`config.mk`:
```
export PLATFORM = sky130hd
export DESIGN_NAME = matrix_result_unpacker
export DESIGN_NICKNAME = d
export VERILOG_FILES = /design/src/rtl/matrix_result_unpacker.sv
export SDC_FILE = /design/constraint.sdc
export NUM_CORES = 1
export LEC_CHECK = 0
export CORE_MARGIN = 3
export CORE_UTILIZATION = 35
export CTS_BUF_LIST = sky130_fd_sc_hd__clkbuf_4
export CTS_CLUSTER_DIAMETER = 200
export CTS_CLUSTER_SIZE = 12
export DETAILED_ROUTE_END_ITERATION = 8
export GPL_TIMING_DRIVEN = 0
export SETUP_SLACK_MARGIN = 0.15
export SLEW_MARGIN = 30
export SYNTH_ARGS = -nofsm -noshare
export SYNTH_HDL_FRONTEND = slang
export SYNTH_SLANG_ARGS = --single-unit
```
`constraint.sdc`:
```
create_clock -name clk -period 19.6 [get_ports clk]
set_input_delay 5.88 -clock clk [delete_from_list [all_inputs] [get_ports clk]]
set_output_delay 5.88 -clock clk [all_outputs]
set_load 0.005 [all_outputs]
```
`src/rtl/matrix_result_unpacker.sv`:
```
// Purpose    : snapshots a 256-bit 4x4 math-unit result off the shared bus and
//              replays it to matrix memory as 16 sequential element writes.
// Latency    : first write presented the cycle after capture; done one cycle
//              after the 16th write is accepted.
// Backpressure: mem_ready low holds mem_wr_en/mem_addr/mem_wdata stable; a
//              capture arriving mid-transfer is dropped and flagged on overrun.
//
// Ports:
//   clk, reset (async, active-low)
//   capture, data_bus, base_addr   - result snapshot request from the bus
//   col_major                      - transpose-on-write select (COL_MAJOR_EN only)
//   mem_wr_en, mem_addr, mem_wdata, mem_ready - element write handshake
//   busy, done, overrun            - status (all registered)
//
// Optional build macro: COL_MAJOR_EN adds the col_major input. When it is
// sampled high with capture, write k carries element (row=k%4, col=k/4), so
// memory receives the transpose of the bus result.
module matrix_result_unpacker #(
    parameter int ELEM_W = 16,
    parameter int ADDR_W = 8
) (
    input  logic                 clk,
    input  logic                 reset,
    input  logic                 capture,
    input  logic [16*ELEM_W-1:0] data_bus,
    input  logic [ADDR_W-1:0]    base_addr,
`ifdef COL_MAJOR_EN
    input  logic                 col_major,
`endif
    output logic                 mem_wr_en,
    output logic [ADDR_W-1:0]    mem_addr,
    output logic [ELEM_W-1:0]    mem_wdata,
    input  logic                 mem_ready,
    output logic                 busy,
    output logic                 done,
    output logic                 overrun
);

    localparam int BUS_W = 16 * ELEM_W;

    typedef enum logic [1:0] {
        IDLE = 2'd0,
        SEND = 2'd1,
        DONE = 2'd2
    } state_t;

    state_t             state_q;
    state_t             state_d;
    logic [BUS_W-1:0]   res_q;
    logic [ADDR_W-1:0]  base_q;
    logic [3:0]         idx_q;
    logic [3:0]         idx_d;
    logic               cm_q;

    logic               load;
    logic [3:0]         idx_inc;
    logic [3:0]         sel_elem;
    logic [ELEM_W-1:0]  next_elem;

    logic               wr_en_d;
    logic [ADDR_W-1:0]  addr_d;
    logic [ELEM_W-1:0]  wdata_d;
    logic               busy_d;
    logic               done_d;
    logic               overrun_d;

    // Map write order k to the flat element position row*4+col.
    // Row-major: position = k. Column-major: row=k%4, col=k/4, so the two
    // 2-bit halves of k swap.
    function automatic logic [3:0] elem_of(input logic [3:0] k, input logic cm);
        elem_of = cm ? {k[1:0], k[3:2]} : k;
    endfunction

    // A capture is honoured whenever no transfer is in flight; DONE counts as
    // free so back-to-back results do not lose a cycle.
    assign load      = capture && ((state_q == IDLE) || (state_q == DONE));
    assign idx_inc   = idx_q + 4'd1;
    assign sel_elem  = elem_of(idx_inc, cm_q);
    assign next_elem = res_q[sel_elem*ELEM_W +: ELEM_W];

    // ------------------------------------------------------------------
    // State register and registered outputs
    // ------------------------------------------------------------------
    always_ff @(posedge clk or negedge reset) begin
        if (!reset) begin
            state_q   <= IDLE;
            idx_q     <= 4'd0;
            mem_wr_en <= 1'b0;
            mem_addr  <= '0;
            mem_wdata <= '0;
            busy      <= 1'b0;
            done      <= 1'b0;
            overrun   <= 1'b0;
        end else begin
            state_q   <= state_d;
            idx_q     <= idx_d;
            mem_wr_en <= wr_en_d;
            mem_addr  <= addr_d;
            mem_wdata <= wdata_d;
            busy      <= busy_d;
            done      <= done_d;
            overrun   <= overrun_d;
        end
    end

    // Snapshot storage: contents are irrelevant until the first capture, so
    // it carries no reset.
    always_ff @(posedge clk) begin
        if (load) begin
            res_q  <= data_bus;
            base_q <= base_addr;
        end
    end

`ifdef COL_MAJOR_EN
    always_ff @(posedge clk) begin
        if (load) begin
            cm_q <= col_major;
        end
    end
`else
    assign cm_q = 1'b0;
`endif

    // ------------------------------------------------------------------
    // Next-state and next-output logic
    // ------------------------------------------------------------------
    always_comb begin
        state_d   = state_q;
        idx_d     = idx_q;
        wr_en_d   = mem_wr_en;
        addr_d    = mem_addr;
        wdata_d   = mem_wdata;
        busy_d    = busy;
        done_d    = 1'b0;
        overrun_d = 1'b0;

        case (state_q)
            IDLE, DONE: begin
                if (load) begin
                    // Element 0 is at position 0 in either order, so the
                    // first write comes straight from the bus.
                    state_d = SEND;
                    idx_d   = 4'd0;
                    wr_en_d = 1'b1;
                    addr_d  = base_addr;
                    wdata_d = data_bus[ELEM_W-1:0];
                    busy_d  = 1'b1;
                end else begin
                    state_d = IDLE;
                    wr_en_d = 1'b0;
                    addr_d  = '0;
                    wdata_d = '0;
                    busy_d  = 1'b0;
                end
            end

            SEND: begin
                busy_d    = 1'b1;
                overrun_d = capture;
                if (mem_ready) begin
                    if (idx_q == 4'd15) begin
                        state_d = DONE;
                        wr_en_d = 1'b0;
                        addr_d  = '0;
                        wdata_d = '0;
                        done_d  = 1'b1;
                    end else begin
                        // Address wraps naturally in ADDR_W bits.
                        idx_d   = idx_inc;
                        addr_d  = base_q + ADDR_W'(idx_inc);
                        wdata_d = next_elem;
                    end
                end
            end

            default: begin
                state_d = IDLE;
                wr_en_d = 1'b0;
                addr_d  = '0;
                wdata_d = '0;
                busy_d  = 1'b0;
            end
        endcase
    end

endmodule
```
==> metrics.csv, run 1 <==
stage;metric;value;unit
outcome;status;completed;
floorplanning;die_y;187.1;um
setup_path;slowest_stage;clkdlybuf4s50_1;
setup_path;cp-endpoint;mem_wdata[6];
sta;hold_violations;0;
grt;grt_pass1_vias;7050;
floorplanning;rows;65;
floorplanning;io_pins;296;
cells_and_area;fill_cells;2679;
yosys;synth_area;11480;um^2
route;drt_wl_total;29880;um
cts;worstSkewPairLatency;740;ps
grt;grt_use_total;16.95;%
yosys;synth_area_leaders;edfxtp_1, mux4_2, dfrtp_1, mux2i_1, a22oi_1;
placement;gp_congestion;0.7455;
power_and_ir_drop;p_leak;0.005275;uW
sta;fin_ws;12040;ps
setup_path;arrival;1680;ps
route;wl_per_cell;22.76;um
setup_path;cp_top_family;buffers and inverters;
setup_path;cp_data_required_time;13720;ps
power_and_ir_drop;p_per_area;127.9;nW/um^2
yosys;ys_seq_area_share;76.44;%
cells_and_area;finish.utilization;48.70;%
yosys;synthFlopType;edfxtp_1;
grt;grt_overflow;0;
placement;hpwlAfterDp;22340;um
grt;grt_max_degree;31;
setup_path;endpoint_kind;primary output;
sta;relSlewSlack;37.20;%
run;cap_violations;0;
yosys;syn-instance-count;528;
setup_path;startpoint;mem_wdata[6]$_DFFE_PN0P_;
sta;tns;0;ps
yosys;synth_edf_count;264;
power_and_ir_drop;peakVddDrop;0.06402;mV
sta;setup_viol;0;
yosys;synth_top_area_share;69.03;%
yosys;async_flop_share;11.41;%
yosys;yosys.area.top_type;edfxtp_1;
sta;tightest_slew;942.0;ps
cells_and_area;final_nets;1139;
cts;cts_sinks;298;
yosys;ys_ff_latch;298;
route;firstDrtPassIters;4;
cts;cts_tree;done;
floorplanning;core_area;31960;um^2
floorplanning;die_x;187.1;um
grt;grt_pass1_wl;44440;um
cells_and_area;regArea;8778;um^2
yosys;avgSynthCellArea;21.75;um^2
sta;drv_slew;0;
setup_path;worst-path-stages;1;
sta;fin_crit_sh;38.55;%
cts;cts_made_buffers;28;
setup_path;cp_max_fo;2;
sta;max_freq;132.4;MHz
setup_path;r2r-end;mem_wdata[1]$_DFFE_PN0P_;
sta;whs;515.3;ps
yosys;yosysUniqueCellTypes;37;
cts;post_cts_buffers;0;
route;ant_nets;0;
setup_path;worst-path-buf-inv;1;
cells_and_area;layout-drive-gt1-share;16.02;%
grt;antenna_found_initial;4;
sta;clock_skew;39.80;ps
setup_path;r2r_slack;16630;ps
route;drt_iter0_drc;495;
yosys;synthesis.nets;803;
setup_path;r2r.worst_path.cells;6;
cts;htreeDepth;1;
route;via_count;6266;
placement;numPortBuffers;294;
cts;clkTransAtPathRegs;150;ps
setup_path;crit_type;register to primary output;
yosys;synth_warnings;0;
route;via_per_inst;4.772;
setup_path;cpPeakStageDelay;570;ps
placement;place_worst_setup_slack;11480;ps
cts;root_buffer;clkbuf_4;
cells_and_area;multi_input_area;2532;um^2
sta;rsz0062_at_grt;false;
route;drc;0;
setup_path;path_cells;clkdlybuf4s50_1;
floorplanning;initial_core_util;35.93;%
sta;layout_min_cycle_time;7555;ps
floorplanning;die_area;35020;um^2
setup_path;worst_setup_path_start_kind;register;
worst_hold_path;hold_class;register to register;
cts;cts_buffer_depth;3;
cts;cts_resized;0;
cells_and_area;area.growth.synth_to_final;35.55;%
cts;hold_buffers;0;
setup_path;r2r_start;idx_q[1]$_DFFE_PN0P_;
[worst register-to-register path: cells and delay by family (launching register included)]
kind / cells / cell delay, ps
adders and majority gates: 1 / 440
muxes: 2 / 750
buffers and inverters: 2 / 1060
DFF: 1 / 420
AOI/OAI and AO/OA: 1 / 160
[logic make-up (layout without fill, tap and decap cells)]
group                    count (synthesis)  in the layout  share of synthesized area (%)
XOR/XNOR                                 9              9                         0.7519
flip-flops                             298            298                          76.44
buffers and inverters                   29            375                          1.504
other                                    0              4                              0
multiplexers                            96             96                          15.34
AND/OR/NAND/NOR                         29             29                          1.308
adder cells (fa/ha/maj)                  7              7                         0.8281
AO/OA/AOI/OAI                           60             60                          3.824
[state kept, by name, indices dropped and copies added, names as in the netlist]
name / cells
busy: 1
res_q: 256
mem_addr: 8
done: 1
mem_wdata: 16
state_q: 2
mem_wr_en: 1
base_q: 8
idx_q: 4
overrun: 1
[Yosys cell counts (2+ instances only)]
library cell,instances
edfxtp_1,264
mux4_2,64
dfrtp_1,34
mux2i_1,32
a22oi_1,24
o221ai_1,16
nand2_1,11
o21ai_0,10
clkbuf_1,9
buf_2,6
ha_1,6
xor2_1,6
buf_4,5
buf_6,5
a21o_1,3
a21oi_1,3
and3_1,3
nand3_1,3
and2_1,2
buf_1,2
nand2b_1,2
nor2b_1,2
xnor2_1,2
[metrics by stage]
step	cells	area, um^2	total power [uW]
after floorplan	528	11480	1398
after global placement	1257	14970	1753
after detailed placement	1269	15240	1733
after CTS	1309	15560	2032
after global routing	1311	15560	2110
final	1313	15570	1991
[worst min path at each step]
stage                          start                    end  slack, ps  cells past startpoint
6_report       mem_wr_en$_DFFE_PN0P_  mem_wr_en$_DFFE_PN0P_        520                      1
5_1_grt        mem_wr_en$_DFFE_PN0P_  mem_wr_en$_DFFE_PN0P_        540                      1
4_1_cts        mem_wr_en$_DFFE_PN0P_  mem_wr_en$_DFFE_PN0P_        510                      1
3_5_place_dp   mem_wr_en$_DFFE_PN0P_  mem_wr_en$_DFFE_PN0P_        480                      1
3_3_place_gp   mem_wr_en$_DFFE_PN0P_  mem_wr_en$_DFFE_PN0P_        460                      1
2_1_floorplan  mem_wr_en$_DFFE_PN0P_  mem_wr_en$_DFFE_PN0P_        470                      1
[power breakdown]
group	switching (uW)	internal (uW)	leakage [uW]
logic	439	416	0.00226
registers	34.3	809	0.00283
clock network	193	101	0.000191
[metal layers]
| layer | up-vias | part of all wire, % | track usage [%] |
|---|---|---|---|
| li1 | 2888 | - | - |
| met1 | 3118 | 42 | 22.89 |
| met2 | 221 | 49 | 28.26 |
| met3 | 35 | 6.8 | 4.067 |
| met4 | 4 | 2.0 | 3.402 |
| met5 | - | 0.090 | 0 |
[area by class of cell]
cell class,instances,share of cell area (%)
antenna,4,0.06430
buffer,27,1.069
clock buffer,38,1.833
clock inverter,2,0.2170
inverter,2,0.04823
multi-input combinational,201,16.27
sequential,298,56.39
tap,435,3.496
timing repair buffer,306,20.61
[placed cells by master (no fill, tap or decap), types with 2 or more instances in the layout]
cell             count
clkbuf_4            38
clkbuf_1             9
diode_2              4
nand2b_1             2
a22oi_1             24
nand3_1              3
a21oi_1              3
edfxtp_1           264
buf_16               4
o21ai_0             10
dfrtp_1             34
buf_2                8
mux2i_1             32
mux4_2              64
nand2_1             11
nor2b_1              2
and3_1               3
buf_4                5
a21o_1               3
and2_1               2
xnor2_1              2
clkdlybuf4s50_1    293
xor2_1               6
buf_12               8
o221ai_1            16
ha_1                 6
buf_6                5
No activity file was read; power rests on OpenSTA's default activity.
==> inputs of run 2 (changes only) <==
clock period = 6.36 ns   (was 19.6 ns; I/O delays follow)
==> metrics.csv, run 2 (synthesis results as in run 1) <==
stage;metric;value;unit;change
setup_path;worst-path-buf-inv;1;;unchanged
grt;antenna_found_initial;8;;+4
power_and_ir_drop;switching_share;33.48;%;+0.043 points
cts;cts_made_buffers;28;;unchanged
setup_path;crit_type;register to primary output;;
cells_and_area;final_common_cell;clkdlybuf4s50_1;;
cts;cts_sinks;298;;unchanged
cells_and_area;largest_reg_flops;256;;unchanged
sta;tightest_slew;904.5;ps;-37.43 ps
cts;post_cts_buffers;0;;unchanged
cts;clkTransAtPathRegs;140;ps;about the same
sta;setup_viol;0;;unchanged
sta;fin_crit_sh;56.62;%;
power_and_ir_drop;combPwrFrac;42.2;%;-0.7 points
power_and_ir_drop;p_seq_share;42.8;%;+0.4 points
cells_and_area;final_cell_mix;clkdlybuf4s50_1, edfxtp_1, mux4_2;;
placement;hpwlAfterDp;21660;um;-3.1%
setup_path;cp_data_required_time;4450;ps;-9270 ps
setup_path;slowest_stage;clkdlybuf4s50_1;;
sta;rsz0062_at_grt;false;;
placement;gp_congestion;0.7573;;+1.6%
placement;numPortBuffers;294;;unchanged
cells_and_area;final_nets;1131;;-0.70%
power_and_ir_drop;p_leak;0.005210;uW;-1.2%
setup_path;worst_setup_path_start_kind;register;;
cts;cts_resized;0;;unchanged
setup_path;cp_max_fo;2;;unchanged
outcome;status;completed;;
cells_and_area;layout-drive-gt1-share;15.24;%;-0.78 points
worst_hold_path;hold_class;register to register;;
sta;clock_skew;42.28;ps;+2.479 ps
cts;htreeDepth;1;;unchanged
power_and_ir_drop;clockPowerShare;15.0;%;+0.3 points
cts;worstSkewPairLatency;750;ps;about the same
floorplanning;die_area;35020;um^2;unchanged
cts;cts_buffer_depth;3;;unchanged
cts;root_buffer;clkbuf_4;;
cells_and_area;area.growth.synth_to_final;34.29;%;
grt;grt_overflow;0;;unchanged
grt;grt_pass1_wl;43770;um;-1.5%
power_and_ir_drop;finalPower;6079;uW;+210%
route;via_per_inst;4.845;;+1.5%
cells_and_area;reg.largest.list;res_q x256, mem_wdata x16;;
grt;grt_max_degree;85;;+170%
route;wl_per_cell;22.68;um;-0.33%
cts;hold_buffers;0;;unchanged
sta;tns;0;ps;unchanged
power_and_ir_drop;p_per_area;394.2;nW/um^2;+210%
power_and_ir_drop;p_switching;2035;uW;+210%
floorplanning;die_y;187.1;um;unchanged
floorplanning;die_x;187.1;um;unchanged
setup_path;path_cells;clkdlybuf4s50_1;;
cells_and_area;regMostFlops;res_q;;
grt;grt_pass1_vias;6873;;-2.5%
setup_path;endpoint_kind;primary output;;
setup_path;cp_top_family;buffers and inverters;;
sta;hold_violations;0;;unchanged
setup_path;arrival;1690;ps;about the same
route;drt_wl_total;29650;um;-0.79%
route;via_count;6332;;+1.1%
run;cap_violations;0;;unchanged
setup_path;cpPeakStageDelay;590;ps;+20 ps
route;ant_nets;0;;unchanged
power_and_ir_drop;internal_power;4043;uW;+210%
power_and_ir_drop;peakVddDrop;0.2548;mV;+300%
sta;max_freq;277.7;MHz;
cts;cts_tree;done;;
grt;grt_use_total;16.76;%;-0.19 points
sta;drv_slew;0;;unchanged
sta;relSlewSlack;39.70;%;+2.5 points
cells_and_area;finish.utilization;48.25;%;-0.45 points
floorplanning;core_area;31960;um^2;unchanged
floorplanning;initial_core_util;35.93;%;unchanged
sta;layout_min_cycle_time;3601;ps;
route;firstDrtPassIters;4;;unchanged
route;drc;0;;unchanged
floorplanning;rows;65;;unchanged
route;drt_iter0_drc;412;;-17%
floorplanning;io_pins;296;;unchanged
run 2: cell types whose count changed in the layout (fill, tap and decap cells not counted), sizes merged:
cell	change
buf	-8
diode	+2
run 2: power by group through the flow:
| stage | Clock, uW | Sequential, uW | Combinational [uW] |
|---|---|---|---|
| detailed placement | 0 | 2650 | 2640 |
| finish | 909 | 2600 | 2570 |
| global placement | 0 | 2720 | 2600 |
| floorplan | 0 | 2680 | 1570 |
| global route | 1030 | 2630 | 2780 |
| CTS | 949 | 2600 | 2650 |
run 2: final timing paths:
path | start | to | slack [ps] | cells past startpoint
worst max-delay path | mem_wdata[8]$_DFFE_PN0P_ | mem_wdata[8] | 2760 | 1
worst min-delay path | mem_wr_en$_DFFE_PN0P_ | mem_wr_en$_DFFE_PN0P_ | 490 | 1
worst max register to register | idx_q[1]$_DFFE_PN0P_ | mem_wdata[2]$_DFFE_PN0P_ | 3420 | 6
worst min register to register | mem_wr_en$_DFFE_PN0P_ | mem_wr_en$_DFFE_PN0P_ | 490 | 1
max in group asynchronous | reset | state_q[1]$_DFFE_PN0P_ | 4760 | 2
min in group asynchronous | reset | mem_wr_en$_DFFE_PN0P_ | 1130 | 1
run 2: per-layer routing:
| layer | part of all wire, % | up-vias | wire (um) | global-route usage, % |
|---|---|---|---|---|
| li1 | - | 2877 | - | - |
| met1 | 42 | 3165 | 12460 | 22.68 |
| met2 | 48 | 238 | 14310 | 27.28 |
| met3 | 7.1 | 48 | 2094 | 4.085 |
| met4 | 2.5 | 4 | 752 | 4.536 |
| met5 | 0.094 | - | 28 | 0 |
run 2: final cells by class:
| class | count | area, um^2 |
|---|---|---|
| sequential | 298 | 8778 |
| clock buffer | 38 | 285.3 |
| inverter | 2 | 7.507 |
| tap | 435 | 544.3 |
| fill | 2705 | 16540 |
| multi-input combinational | 201 | 2532 |
| buffer | 27 | 176.4 |
| antenna | 6 | 15.01 |
| clock inverter | 2 | 33.78 |
| timing repair buffer | 298 | 3048 |
run 2: metrics by stage:
stage | hold slack [ps] | std cells | worst slack [ps] | cell area [um^2]
floorplan | 474.1 | 528 | 203.8 | 11490
global placement | 466.7 | 1257 | -2020 | 14980
detailed placement | 471.0 | 1261 | 2098 | 15090
CTS | 498.9 | 1301 | 2698 | 15410
global route | 536.9 | 1307 | 2658 | 15420
finish | 491.8 | 1307 | 2759 | 15420
run 2: worst register-to-register path, stage by stage, from the launching register on:
cell and delay [ps]:
dfrtp_1 430, ha_1 440, buf_2 330, clkbuf_1 690, mux4_2 410, mux2i_1 350
o221ai_1 160
==> inputs of run 3 (changes only) <==
clock period = 3 ns   (was 6.36 ns; I/O delays follow)
==> metrics.csv, run 3 (synthesis results as in run 1) <==
stage;metric;value;unit;change
outcome;status;completed;;
grt;antenna_found_initial;5;;-3
sta;layout_min_cycle_time;2652;ps;
cts;cts_sinks;298;;unchanged
power_and_ir_drop;p_leak;0.005287;uW;+1.5%
route;ant_nets;0;;unchanged
cts;post_cts_buffers;0;;unchanged
sta;rsz0062_at_grt;false;;
setup_path;arrival;3240;ps;+1550 ps
cells_and_area;layout-drive-gt1-share;16.97;%;+1.7 points
cts;hold_buffers;0;;unchanged
grt;grt_overflow;0;;unchanged
power_and_ir_drop;p_switching;4368;uW;+110%
cts;root_buffer;clkbuf_4;;
placement;place_worst_setup_slack;-173.0;ps;-2271 ps
route;via_count;6375;;+0.68%
setup_path;worst_setup_path_start_kind;register;;
floorplanning;die_x;187.1;um;unchanged
setup_path;path_cells;ha_1 -> buf_2 -> clkbuf_2 -> mux4_2 -> mux2i_1 -> o221ai_1;;
cts;cts_resized;3;;+3
route;via_per_inst;4.844;;about the same
floorplanning;die_y;187.1;um;unchanged
placement;hpwlAfterDp;22060;um;+1.8%
cts;cts_made_buffers;28;;unchanged
setup_path;cp_max_fo;10;;+8
power_and_ir_drop;clockPowerShare;16.1;%;+1.1 points
cells_and_area;regMostFlops;res_q;;
cts;worstSkewPairLatency;740;ps;about the same
sta;relSlewSlack;49.81;%;+10 points
floorplanning;io_pins;296;;unchanged
cts;cts_tree;done;;
power_and_ir_drop;p_seq_share;42.0;%;-0.8 points
cts;htreeDepth;1;;unchanged
sta;clock_skew;41.22;ps;-1.057 ps
power_and_ir_drop;finalPower;13110;uW;+120%
setup_path;cp_data_required_time;3590;ps;-860 ps
power_and_ir_drop;peakVddDrop;0.6536;mV;+160%
route;drt_iter0_drc;495;;+20%
worst_hold_path;hold_class;primary input to async pin;;
setup_path;r2r_slack;350;ps;-3070 ps
cts;clkTransAtPathRegs;140;ps;about the same
setup_path;cpPeakStageDelay;440;ps;-150 ps
cts;cts_buffer_depth;3;;unchanged
grt;grt_use_total;16.98;%;+0.22 points
sta;tightest_slew;752.8;ps;-151.7 ps
grt;grt_max_degree;64;;-25%
sta;max_freq;377.1;MHz;
setup_path;crit_type;register to register;;
cells_and_area;largest_reg_flops;256;;unchanged
power_and_ir_drop;combPwrFrac;41.9;%;-0.3 points
cells_and_area;final_common_cell;clkdlybuf4s50_1;;
setup_path;slowest_stage;clkbuf_2;;
placement;gp_congestion;0.7427;;-1.9%
grt;grt_pass1_wl;44410;um;+1.5%
route;wl_per_cell;22.86;um;+0.79%
cells_and_area;final_nets;1132;;+0.088%
route;drc;0;;unchanged
power_and_ir_drop;p_per_area;844.3;nW/um^2;+110%
placement;numPortBuffers;294;;unchanged
floorplanning;initial_core_util;35.93;%;unchanged
sta;fin_crit_sh;88.38;%;
sta;whs;135.3;ps;-356.6 ps
sta;drv_slew;0;;unchanged
sta;fin_ws;348.5;ps;-2411 ps
route;firstDrtPassIters;4;;unchanged
cells_and_area;fill_cells;2686;;-0.70%
cells_and_area;final_cell_mix;clkdlybuf4s50_1, edfxtp_1, mux4_2;;
sta;setup_viol;0;;unchanged
power_and_ir_drop;internal_power;8743;uW;+120%
floorplanning;die_area;35020;um^2;unchanged
power_and_ir_drop;switching_share;33.31;%;-0.17 points
grt;grt_pass1_vias;6936;;+0.92%
cells_and_area;area.growth.synth_to_final;35.24;%;
run;cap_violations;0;;unchanged
floorplanning;core_area;31960;um^2;unchanged
cells_and_area;reg.largest.list;res_q x256, mem_wdata x16;;
route;drt_wl_total;30090;um;+1.5%
cells_and_area;finish.utilization;48.59;%;+0.34 points
setup_path;endpoint_kind;register;;
sta;hold_violations;0;;unchanged
floorplanning;rows;65;;unchanged
==> run 3: changes by cell type in the layout (fill, tap and decap cells not counted), sizes merged <==
| cell | delta |
|---|---|
| diode | -3 |
| clkbuf | +12 |
==> run 3: final cells by class <==
type	count	area (um^2)	area share [%]
flip-flops and latches	298	8778	56.53
repair buffers	299	3075	19.80
multi-input cells	201	2532	16.31
well taps	435	544.3	3.505
clock buffers	49	367.9	2.369
plain buffers	27	182.7	1.176
clock inverters	2	33.78	0.2175
inverters	2	7.507	0.04834
diodes	3	7.507	0.04834
==> run 3: path summary, 6_finish.rpt <==
check	start	to	cells after the start
worst max-delay path	idx_q[1]$_DFFE_PN0P_	mem_wdata[2]$_DFFE_PN0P_	6
worst min-delay path	reset	mem_wdata[5]$_DFFE_PN0P_	1
worst max register to register	idx_q[1]$_DFFE_PN0P_	mem_wdata[2]$_DFFE_PN0P_	6
worst min register to register	mem_wr_en$_DFFE_PN0P_	mem_wr_en$_DFFE_PN0P_	1
max in group asynchronous	reset	mem_wdata[13]$_DFFE_PN0P_	2
min in group clk	mem_wr_en$_DFFE_PN0P_	mem_wr_en$_DFFE_PN0P_	1
==> run 3: routing by layer <==
layer	GRT usage [%]	share of wire, %	vias to the layer above
li1	-	-	2885
met1	21.92	40	3214
met2	28.58	49	228
met3	4.404	7.2	44
met4	4.740	2.8	4
met5	0	0.11	-
==> run 3: power groups by stage <==
stage	registers, uW	clock network [uW]	logic [uW]
finish	5510	2110	5500
global placement	5620	0	5500
floorplan	5590	0	3330
CTS	5510	2220	5620
detailed placement	5600	0	5620
global route	5570	2380	5970
==> run 3: through the flow <==
step / std cells / cell area, um^2 / TNS, ps
3_5_place_dp: 1262 / 15110 / -20980
5_1_grt: 1316 / 15530 / 0
2_1_floorplan: 528 / 11500 / 0
6_report: 1316 / 15530 / 0
4_1_cts: 1313 / 15520 / 0
3_3_place_gp: 1257 / 14990 / -232530
==> run 3: critical path: cells and delay by family (launching register included) <==
family	cells	cell delay, ps
compound gates	1	160
fa+ha+maj	1	430
buf+inv	2	750
flops	1	420
mux	2	750
